`src/rtl/dmem_arb_pkg.sv`:
```
`default_nettype none
// ============================================================================
// Module   : dmem_arb_pkg
// Brief    : Shared types and constants for the data-memory port arbiter.
// Revision : 1.0 - initial release
// ============================================================================
package dmem_arb_pkg;

    typedef enum logic [1:0] {
        IDLE  = 2'd0,
        ISSUE = 2'd1,
        WAIT  = 2'd2,
        DONE  = 2'd3
    } arb_state_t;

    localparam int PORT_CORE   = 0;
    localparam int PORT_LOADER = 1;

    // Watchdog counter width: wide enough for the limit, kept within 8..16 bits.
    function automatic int timeout_cnt_w(input int limit);
        int w;
        w = $clog2(limit + 1);
        if (w < 8) begin
            w = 8;
        end
        if (w > 16) begin
            w = 16;
        end
        return w;
    endfunction

endpackage : dmem_arb_pkg
`default_nettype wire

```
`src/rtl/rr_arbiter2.sv`:
```
`default_nettype none
// ============================================================================
// Module   : rr_arbiter2
// Brief    : Combinational two-way round-robin pick; the port that was not
//            served last wins a tie. Output is one-hot (or zero).
// Revision : 1.0 - initial release
// ============================================================================
module rr_arbiter2 (
    input  logic [1:0] req,
    input  logic       last,
    output logic [1:0] gnt
);

    always_comb begin
        gnt = 2'b00;
        case (req)
            2'b01:   gnt = 2'b01;
            2'b10:   gnt = 2'b10;
            2'b11:   gnt = last ? 2'b01 : 2'b10;
            default: gnt = 2'b00;
        endcase
    end

endmodule : rr_arbiter2
`default_nettype wire

```
`src/rtl/dmem_arbiter.sv`:
```
`default_nettype none
// ============================================================================
// Module   : dmem_arbiter
// Brief    : Round-robin arbiter/sequencer for the single data-memory port.
//            Optional WAIT watchdog enabled by DMEM_ARB_TIMEOUT_EN.
// Revision : 1.0 - initial release
// ============================================================================
module dmem_arbiter
    import dmem_arb_pkg::*;
#(
    parameter int ADDR_W         = 32,
    parameter int DATA_W         = 32,
    parameter int TIMEOUT_CYCLES = 255
) (
    input  logic              clk,
    input  logic              rstn,
    input  logic [1:0]        req_i,
    input  logic [1:0]        we_i,
    input  logic [ADDR_W-1:0] addr0_i,
    input  logic [ADDR_W-1:0] addr1_i,
    input  logic [DATA_W-1:0] wdata0_i,
    input  logic [DATA_W-1:0] wdata1_i,
    output logic [1:0]        gnt_o,
    output logic [1:0]        done_o,
    output logic [DATA_W-1:0] rdata_o,
    output logic              err_o,
    output logic [ADDR_W-1:0] mem_addr,
    output logic [DATA_W-1:0] mem_wdata,
    output logic              mem_we,
    output logic              mem_re,
    input  logic [DATA_W-1:0] mem_rdata,
    input  logic              mem_ready,
    input  logic              mem_miss
);

    arb_state_t r_state;
    arb_state_t w_state_nxt;

    logic       r_last;
    logic       r_win;
    logic       r_we;
    logic [1:0] w_pick;
    logic       w_pick_idx;
    logic       w_start;
    logic       w_finish;
    logic       w_timeout;

    if (TIMEOUT_CYCLES < 2) begin : g_bad_timeout
        $error("dmem_arbiter: TIMEOUT_CYCLES must be at least 2");
    end

    rr_arbiter2 u_rr (
        .req  (req_i),
        .last (r_last),
        .gnt  (w_pick)
    );

    assign w_pick_idx = w_pick[PORT_LOADER];
    assign w_start    = (r_state == IDLE) && (w_state_nxt == ISSUE);
    assign w_finish   = (r_state == WAIT) && (w_state_nxt == DONE);

    always_ff @(posedge clk or negedge rstn) begin
        if (!rstn) begin
            r_state <= IDLE;
        end else begin
            r_state <= w_state_nxt;
        end
    end

    always_comb begin
        w_state_nxt = r_state;
        gnt_o       = 2'b00;
        done_o      = 2'b00;
        mem_we      = 1'b0;
        mem_re      = 1'b0;
        case (r_state)
            IDLE: begin
                if ((|w_pick) && mem_ready) begin
                    w_state_nxt = ISSUE;
                end
            end
            ISSUE: begin
                gnt_o[r_win] = 1'b1;
                mem_we       = r_we;
                mem_re       = ~r_we;
                w_state_nxt  = WAIT;
            end
            WAIT: begin
                if (!mem_miss || w_timeout) begin
                    w_state_nxt = DONE;
                end
            end
            DONE: begin
                done_o[r_win] = 1'b1;
                w_state_nxt   = IDLE;
            end
            default: w_state_nxt = IDLE;
        endcase
    end

    // Command fields are captured as ISSUE is entered, so the requester is
    // free to move on once it sees its grant.
    always_ff @(posedge clk or negedge rstn) begin
        if (!rstn) begin
            r_win     <= 1'b0;
            r_we      <= 1'b0;
            r_last    <= 1'b1;
            mem_addr  <= '0;
            mem_wdata <= '0;
            rdata_o   <= '0;
        end else begin
            if (w_start) begin
                r_win     <= w_pick_idx;
                r_we      <= we_i[w_pick_idx];
                mem_addr  <= w_pick_idx ? addr1_i : addr0_i;
                mem_wdata <= w_pick_idx ? wdata1_i : wdata0_i;
            end
            if (r_state == ISSUE) begin
                r_last <= r_win;
            end
            if (w_finish) begin
                if (w_timeout) begin
                    rdata_o <= '0;
                end else if (!r_we) begin
                    rdata_o <= mem_rdata;
                end
            end
        end
    end

`ifdef DMEM_ARB_TIMEOUT_EN
    localparam int CNT_W = timeout_cnt_w(TIMEOUT_CYCLES);

    // r_cnt holds the number of cycles elapsed since ISSUE.
    logic [CNT_W-1:0] r_cnt;
    logic             r_err;

    always_ff @(posedge clk or negedge rstn) begin
        if (!rstn) begin
            r_cnt <= '0;
            r_err <= 1'b0;
        end else begin
            if (r_state == ISSUE) begin
                r_cnt <= CNT_W'(1);
            end else if (r_state == WAIT) begin
                r_cnt <= r_cnt + CNT_W'(1);
                r_err <= w_timeout;
            end
        end
    end

    assign w_timeout = (r_state == WAIT) && mem_miss &&
                       (r_cnt == CNT_W'(TIMEOUT_CYCLES - 1));
    assign err_o     = (r_state == DONE) && r_err;
`else
    assign w_timeout = 1'b0;
    assign err_o     = 1'b0;
`endif

endmodule : dmem_arbiter
`default_nettype wire

```
`config.mk`:
```
export PLATFORM = sky130hd
export DESIGN_NAME = dmem_arbiter
export DESIGN_NICKNAME = d
export VERILOG_FILES = /design/src/rtl/dmem_arb_pkg.sv /design/src/rtl/rr_arbiter2.sv /design/src/rtl/dmem_arbiter.sv
export SDC_FILE = /design/constraint.sdc
export NUM_CORES = 1
export LEC_CHECK = 0
export ABC_AREA = 1
export CORE_MARGIN = 3
export CORE_UTILIZATION = 30
export DETAILED_ROUTE_END_ITERATION = 6
export PLACE_DENSITY_LB_ADDON = 0.1
export SLEW_MARGIN = 20
export SYNTH_ARGS = -nofsm -noshare
export SYNTH_HDL_FRONTEND = slang
export SYNTH_SLANG_ARGS = --single-unit
```
`constraint.sdc`:
```
create_clock -name clk -period 1.6 [get_ports clk]
set_input_delay 0.24 -clock clk [delete_from_list [all_inputs] [get_ports clk]]
set_output_delay 0.24 -clock clk [all_outputs]
set_load 0.005 [all_outputs]
```
==> flow_summary.json, run 1 <==
{
  "final_cell_count_no_fill": 1167,
  "worst_skew_pair.late_latency_ns": 0.34,
  "maxClockFrequency_mhz": 625,
  "drtAntennaViolNets": 0,
  "wl_per_cell_um": 16.6,
  "grt_antenna_before_repair": 0,
  "synth-seq-cells": 101,
  "setup_violations": 1,
  "hold_viol_final": 0,
  "drt_first_iter_violations": 250,
  "irDropWorstVdd_mv": 0.920,
  "wire_length_of_the_first_global_routing_pass_mm": 28.2,
  "routed_wl_mm": 19.4,
  "firstDrtPassIters": 6,
  "power_frac_comb": 0.561,
  "dp_hpwl_mm": 12.8,
  "synth.yosys.warnings": 0,
  "floorplan.die.width_um": 136,
  "worst_slew_pin_slew_ns": 0.579,
  "hp-class": "input pin to async pin",
  "path_clk_slew_ns": 0.07,
  "synth-seq-area-share": 0.499,
  "power.density_cell_area_mw_per_mm2": 1720,
  "fin_worst_hold_slack_ns": 0.322,
  "slew_viol_final": 0,
  "cell_internal_pwr_mw": 9.57,
  "synth_area_sq_mm": 0.00507,
  "grt.total_usage": 0.192,
  "ff2ff_path_depth": 8,
  "fp-row-count": 46,
  "timing.setup.tns_ns": -0.00122,
  "net-switching-power_mw": 5.84,
  "max-slew-margin-rel": 0.614,
  "worst_setup_path_start_kind": "flip-flop",
  "postSynthAreaPerCell_sq_um": 7.45,
  "cts_inserted_buffers": 9,
  "critical_path.endpoint_type": "flip-flop",
  "status": "complete, but fails checks",
  "syn_nets": 852,
  "yosysUniqueCellTypes": 18,
  "mostFrequentLayoutCells": "sky130_fd_sc_hd__nand2_1 (294), sky130_fd_sc_hd__clkdlybuf4s50_1 (261), sky130_fd_sc_hd__nand3_1 (130), sky130_fd_sc_hd__dfrtp_1 (100), sky130_fd_sc_hd__nand4_1 (32)",
  "timing_worst_setup_path_type": "flip-flop to flip-flop",
  "clkPwrFrac": 0.148,
  "cts_max_path_buffers": 2,
  "synthesis.instances": 680,
  "htree_levels": 3,
  "reg2reg_to": "rdata_o[22]",
  "die_h_um": 136,
  "grt_setup_unrepaired": "yes",
  "die_area_sq_mm": 0.0185,
  "timing.critical_path.required_ns": 1.84,
  "globalplace.congestion": 0.776,
  "vias_per_cell": 4.71,
  "power.share.switching": 0.379,
  "placeableCoreArea_sq_mm": 0.0162,
  "standby_leakage_power_nw": 4.37,
  "timing.max_cap.violations": 0,
  "overflow": 0,
  "setup.worst_path.start": "r_state[0]",
  "nets": 1118,
  "clock_sink_count": 101,
  "layout_min_cycle_time_ns": 1.60,
  "post_route_cells_drive_above_1_share": 0.128,
  "most_common_library_cell_in_the_layout_ignoring_fill_and_taps": "sky130_fd_sc_hd__nand2_1",
  "place.port_buffers": 269,
  "place_inst": 1137,
  "dr_total_vias": 5493,
  "final_core_util": 0.552,
  "first_global_vias": 5173,
  "period_share": 1.00,
  "critPathMaxFanout": 8,
  "timing.rr.start": "r_state[0]",
  "cts_tree": "yes",
  "failed_checks": "setup timing",
  "pin_count_of_the_biggest_net_entering_global_routing": 51,
  "critical_path_arrival_ns": 1.84,
  "antenna_cells_inserted": 0,
  "worst_slack_ns": -0.00122,
  "p_seq_frac": 0.291,
  "remaining_drc_errors": 0,
  "ioPinCount": 271,
  "fin_skew_ns": 0.00598,
  "rrSetupSlack_ns": -0.001,
  "syn2layout_area_growth_pct": 76.9,
  "floorplan.initialDensity": 0.312,
  "clockRootBuffer": "sky130_fd_sc_hd__clkbuf_16"
}
per-stage QoR:
stage	total power [mW]	worst slack [ns]	area [sq um]
2_1_floorplan	7.55	0.0779	5070
3_3_place_gp	11.8	-0.0187	8160
3_5_place_dp	11.8	-0.0592	8160
4_1_cts	14.1	-0.00121	8470
5_1_grt	16.5	-0.0797	8960
6_report	15.4	-0.00122	8960
cells by family (layout without fill, tap and decap cells):
logic type / after synthesis / after routing / synth area share
other: 1 / 1 / 0.000740
AO/OA/AOI/OAI: 2 / 2 / 0.00197
buffers and inverters: 64 / 334 / 0.0622
AND/OR/NAND/NOR: 508 / 509 / 0.426
adder cells (fa/ha/maj): 4 / 4 / 0.00988
flip-flops: 101 / 101 / 0.499
critical path, stage by stage (launching register included):
cell and delay, ns:
sky130_fd_sc_hd__dfrtp_1 0.40, sky130_fd_sc_hd__inv_2 0.07, sky130_fd_sc_hd__ha_4 0.31, sky130_fd_sc_hd__nand2_4 0.05
sky130_fd_sc_hd__nor2_4 0.16, sky130_fd_sc_hd__nand3_4 0.16, sky130_fd_sc_hd__clkbuf_16 0.23, sky130_fd_sc_hd__nand2_2 0.06
sky130_fd_sc_hd__nand2_1 0.05
sequential cells by signal, indices dropped and copies added (netlist names):
| name | count |
|---|---|
| r_last | 1 |
| r_we | 1 |
| mem_addr | 32 |
| r_state | 2 |
| mem_wdata | 32 |
| r_win | 1 |
| rdata_o | 32 |
cell usage after synthesis, drive strengths merged:
cell type,instances,area [sq um]
nand2,339,1280
nand3,131,656
dfrtp,100,2500
buf,43,236
nand4,32,200
clkbuf,12,45.0
inv,9,33.8
nor2,6,25.0
ha,4,50.1
o21ai,2,10.0
conb,1,3.75
dfstp,1,26.3
timing repair:
action | in CTS | in global routing
hold buffers | 1 | 0
cloned | 0 | 10
pin swaps | 1 | 18
setup buffers | 0 | 4
resized for setup | 24 | 80
endpoints found under the hold margin | 16 | 0
endpoints found under the setup margin | 6 | 102
power groups by stage:
stage	Clock, mW	Combinational, mW	Sequential (mW)
finish	2.28	8.65	4.49
detailed placement	0	7.44	4.36
global route	2.46	9.45	4.62
CTS	2.35	7.42	4.35
floorplan	0	3.11	4.43
global placement	0	7.39	4.37
worst max-delay path by stage:
stage                    endpoint  slack (ns)  cells past startpoint
global route          rdata_o[24]       -0.08                      8
global placement     mem_addr[20]       -0.02                      8
floorplan             mem_addr[0]        0.08                      7
finish                rdata_o[22]      -0.001                      8
detailed placement  mem_wdata[22]       -0.06                      7
CTS                   rdata_o[31]      -0.001                      8
routing by layer:
layer  part of all wire  track usage  routed length (um)
met1               0.43        0.256                8370
met2               0.47        0.309                9160
met3              0.086       0.0529                1670
met4              0.011       0.0487                 216
met5                  0            0                   0
area by class of cell:
| class | instances | area [sq um] |
|---|---|---|
| multi-input combinational | 516 | 2510 |
| inverter | 9 | 38.8 |
| timing repair buffer | 309 | 3310 |
| clock buffer | 10 | 239 |
| clock inverter | 6 | 71.3 |
| tap | 216 | 270 |
| fill | 1530 | 7270 |
| sequential | 101 | 2530 |
No activity file was read; power rests on OpenSTA's default activity.
==> run 2: changes to the inputs <==
--- a/config.mk
+++ b/config.mk
@@ -10,6 +10,7 @@
 export CORE_UTILIZATION = 30
 export DETAILED_ROUTE_END_ITERATION = 6
 export PLACE_DENSITY_LB_ADDON = 0.1
+export REMOVE_ABC_BUFFERS = 1
 export SLEW_MARGIN = 20
 export SYNTH_ARGS = -nofsm -noshare
 export SYNTH_HDL_FRONTEND = slang
==> run 2 against run 1 <==
Net effect: the run now ends clean; setup slack better by 0.056 ns; final cell count is 0.26% lower; total power is 6.8% lower; register-to-register slack better by 0.06 ns; sequential power fell by 3%; critical path depth up 1; die area unchanged; critical path type unchanged; critical endpoint is now r_win; largest cell class unchanged; largest power group unchanged.
==> flow_summary.json, run 2 (synthesized netlist as in run 1, its figures left out) <==
{
  "cts_max_path_buffers": 2,
  "cell_chain_critical_path": "inv_2 > ha_4 > inv_1 > buf_4 > nor2_4 > nand2_4 > buf_4 > nand2_1 > o21ai_0",
  "clkPwrFrac": 0.148,
  "die_area_sq_mm": 0.0185,
  "overflow": 0,
  "worst_path_dominant_cell_family": "buffers and inverters",
  "place.port_buffers": 269,
  "mostFrequentLayoutCells": "sky130_fd_sc_hd__nand2_1 (325), sky130_fd_sc_hd__clkdlybuf4s50_1 (261), sky130_fd_sc_hd__nand3_1 (130), sky130_fd_sc_hd__dfrtp_1 (100), sky130_fd_sc_hd__nand4_1 (32)",
  "wire_length_of_the_first_global_routing_pass_mm": 27.3,
  "htree_levels": 3,
  "floorplan.die.width_um": 136,
  "antenna_cells_inserted": 0,
  "pin_count_of_the_biggest_net_entering_global_routing": 66,
  "timing.critical_path.required_ns": 1.82,
  "critPathMaxFanout": 8,
  "vias_per_cell": 4.59,
  "p_seq_frac": 0.304,
  "clock_sink_count": 101,
  "rrSetupSlack_ns": 0.05,
  "ioPinCount": 271,
  "grt.total_usage": 0.187,
  "hp-class": "input pin to async pin",
  "power.density_cell_area_mw_per_mm2": 1660,
  "wl_per_cell_um": 15.7,
  "dr_total_vias": 5341,
  "grt_setup_unrepaired": "yes",
  "fillers": 1580,
  "fp-row-count": 46,
  "max-slew-margin-rel": 0.658,
  "timing.rr.start": "r_state[1]",
  "most_common_library_cell_in_the_layout_ignoring_fill_and_taps": "sky130_fd_sc_hd__nand2_1",
  "ff2ff_path_depth": 9,
  "dp_hpwl_mm": 12.6,
  "final_core_util": 0.532,
  "floorplan.initialDensity": 0.312,
  "fin_worst_hold_slack_ns": 0.244,
  "post_route_cells_drive_above_1_share": 0.0907,
  "maxClockFrequency_mhz": 647,
  "period_share": 0.966,
  "first_global_vias": 4988,
  "worst_setup_path_start_kind": "flip-flop",
  "fin_skew_ns": 0.00566,
  "reg2reg_to": "r_win",
  "placeableCoreArea_sq_mm": 0.0162,
  "cell_internal_pwr_mw": 8.99,
  "worst_slew_pin_slew_ns": 0.513,
  "drtAntennaViolNets": 0,
  "clockRootBuffer": "sky130_fd_sc_hd__clkbuf_16",
  "power_frac_comb": 0.548,
  "layout_min_cycle_time_ns": 1.55,
  "cts_tree": "yes",
  "critical_path_cell_count": 9,
  "hold_viol_final": 0,
  "critical_path_arrival_ns": 1.77,
  "setup_violations": 0,
  "irDropWorstVdd_mv": 0.800,
  "routed_wl_mm": 18.2,
  "place_inst": 1140,
  "largest_registers": "mem_addr x32, mem_wdata x32, rdata_o x32",
  "grt_antenna_before_repair": 0,
  "critical_path.endpoint_type": "flip-flop",
  "timing_worst_setup_path_type": "flip-flop to flip-flop",
  "nets": 1115,
  "net-switching-power_mw": 5.37,
  "worst_skew_pair.late_latency_ns": 0.34,
  "die_h_um": 136,
  "drt_first_iter_violations": 206,
  "cts_inserted_buffers": 9,
  "slew_viol_final": 0,
  "standby_leakage_power_nw": 4.24,
  "path_clk_slew_ns": 0.07,
  "syn2layout_area_growth_pct": 70.5,
  "critPathMaxStageDelay_ns": 0.39,
  "final_cell_count_no_fill": 1164,
  "critical-path-top-cell-by-count": "sky130_fd_sc_hd__buf_4",
  "firstDrtPassIters": 5,
  "power.share.switching": 0.374,
  "globalplace.congestion": 0.754,
  "remaining_drc_errors": 0,
  "timing.max_cap.violations": 0,
  "critical_path_buffers_and_inverters": 4,
  "status": "finished clean",
  "crit_path_top_delay_cell": "sky130_fd_sc_hd__dfrtp_1"
}
run 2: cell types whose count changed in the layout (fill, tap and decap cells not counted), sizes merged:
cell      before  now
buf           41   36
bufinv         1    0
clkbuf        16   21
clkinv         3    2
clkinvlp       1    2
inv           10    9
nand2        340  339
run 2: final cells by class:
cell class              count  area, sq um  area share
clock buffers              12          256      0.0297
clock inverters             4         32.5     0.00377
inverters                   9         33.8     0.00391
multi-input cells         515         2320       0.269
flip-flops and latches    101         2530       0.293
well taps                 216          270      0.0313
repair buffers            307         3200       0.370
run 2: power groups by stage:
stage                     Combinational, mW  Clock [mW]  Sequential, mW
after CTS                              7.46        2.22            4.34
final                                  7.87        2.13            4.36
after floorplan                        2.59           0            4.42
after global routing                   8.67        2.34            4.50
after detailed placement               7.41           0            4.35
after global placement                 7.39           0            4.33
run 2: worst max-delay path by stage:
stage,start,to,slack (ns)
2_1_floorplan,r_state[0],r_win,-2.86
3_3_place_gp,r_state[1],rdata_o[13],-0.004
3_5_place_dp,r_state[1],rdata_o[16],0.006
4_1_cts,r_state[0],gnt_o[1],-0.02
5_1_grt,r_state[1],r_win,-0.02
6_report,r_state[1],r_win,0.05
run 2: timing repair:
item                       CTS  global route
gates cloned                 0             4
hold endpoints to repair   100             0
pin swaps                    1             0
hold buffers                 1             0
resized for setup           19            28
buffers inserted             1             2
setup endpoints to repair    8           104
run 2: layer usage:
metal | track usage | part of all wire | vias to the layer above | wire length, um
met5 | 0 | 0 | - | 0
met1 | 0.233 | 0.42 | 2449 | 7740
met2 | 0.322 | 0.50 | 153 | 9030
met3 | 0.0422 | 0.064 | 17 | 1170
met4 | 0.0599 | 0.017 | 0 | 303
li1 | - | - | 2722 | -
run 2: through the flow:
step	cell area [sq um]	setup TNS [ns]	power, mW	setup WS (ns)
2_1_floorplan	4780	-226.80	7.01	-2.86
3_3_place_gp	8160	-0.0229	11.7	-0.00444
3_5_place_dp	8160	0	11.8	0.00632
4_1_cts	8490	-0.0242	14.0	-0.0242
5_1_grt	8640	-0.0506	15.5	-0.0176
6_report	8640	0	14.4	0.0549
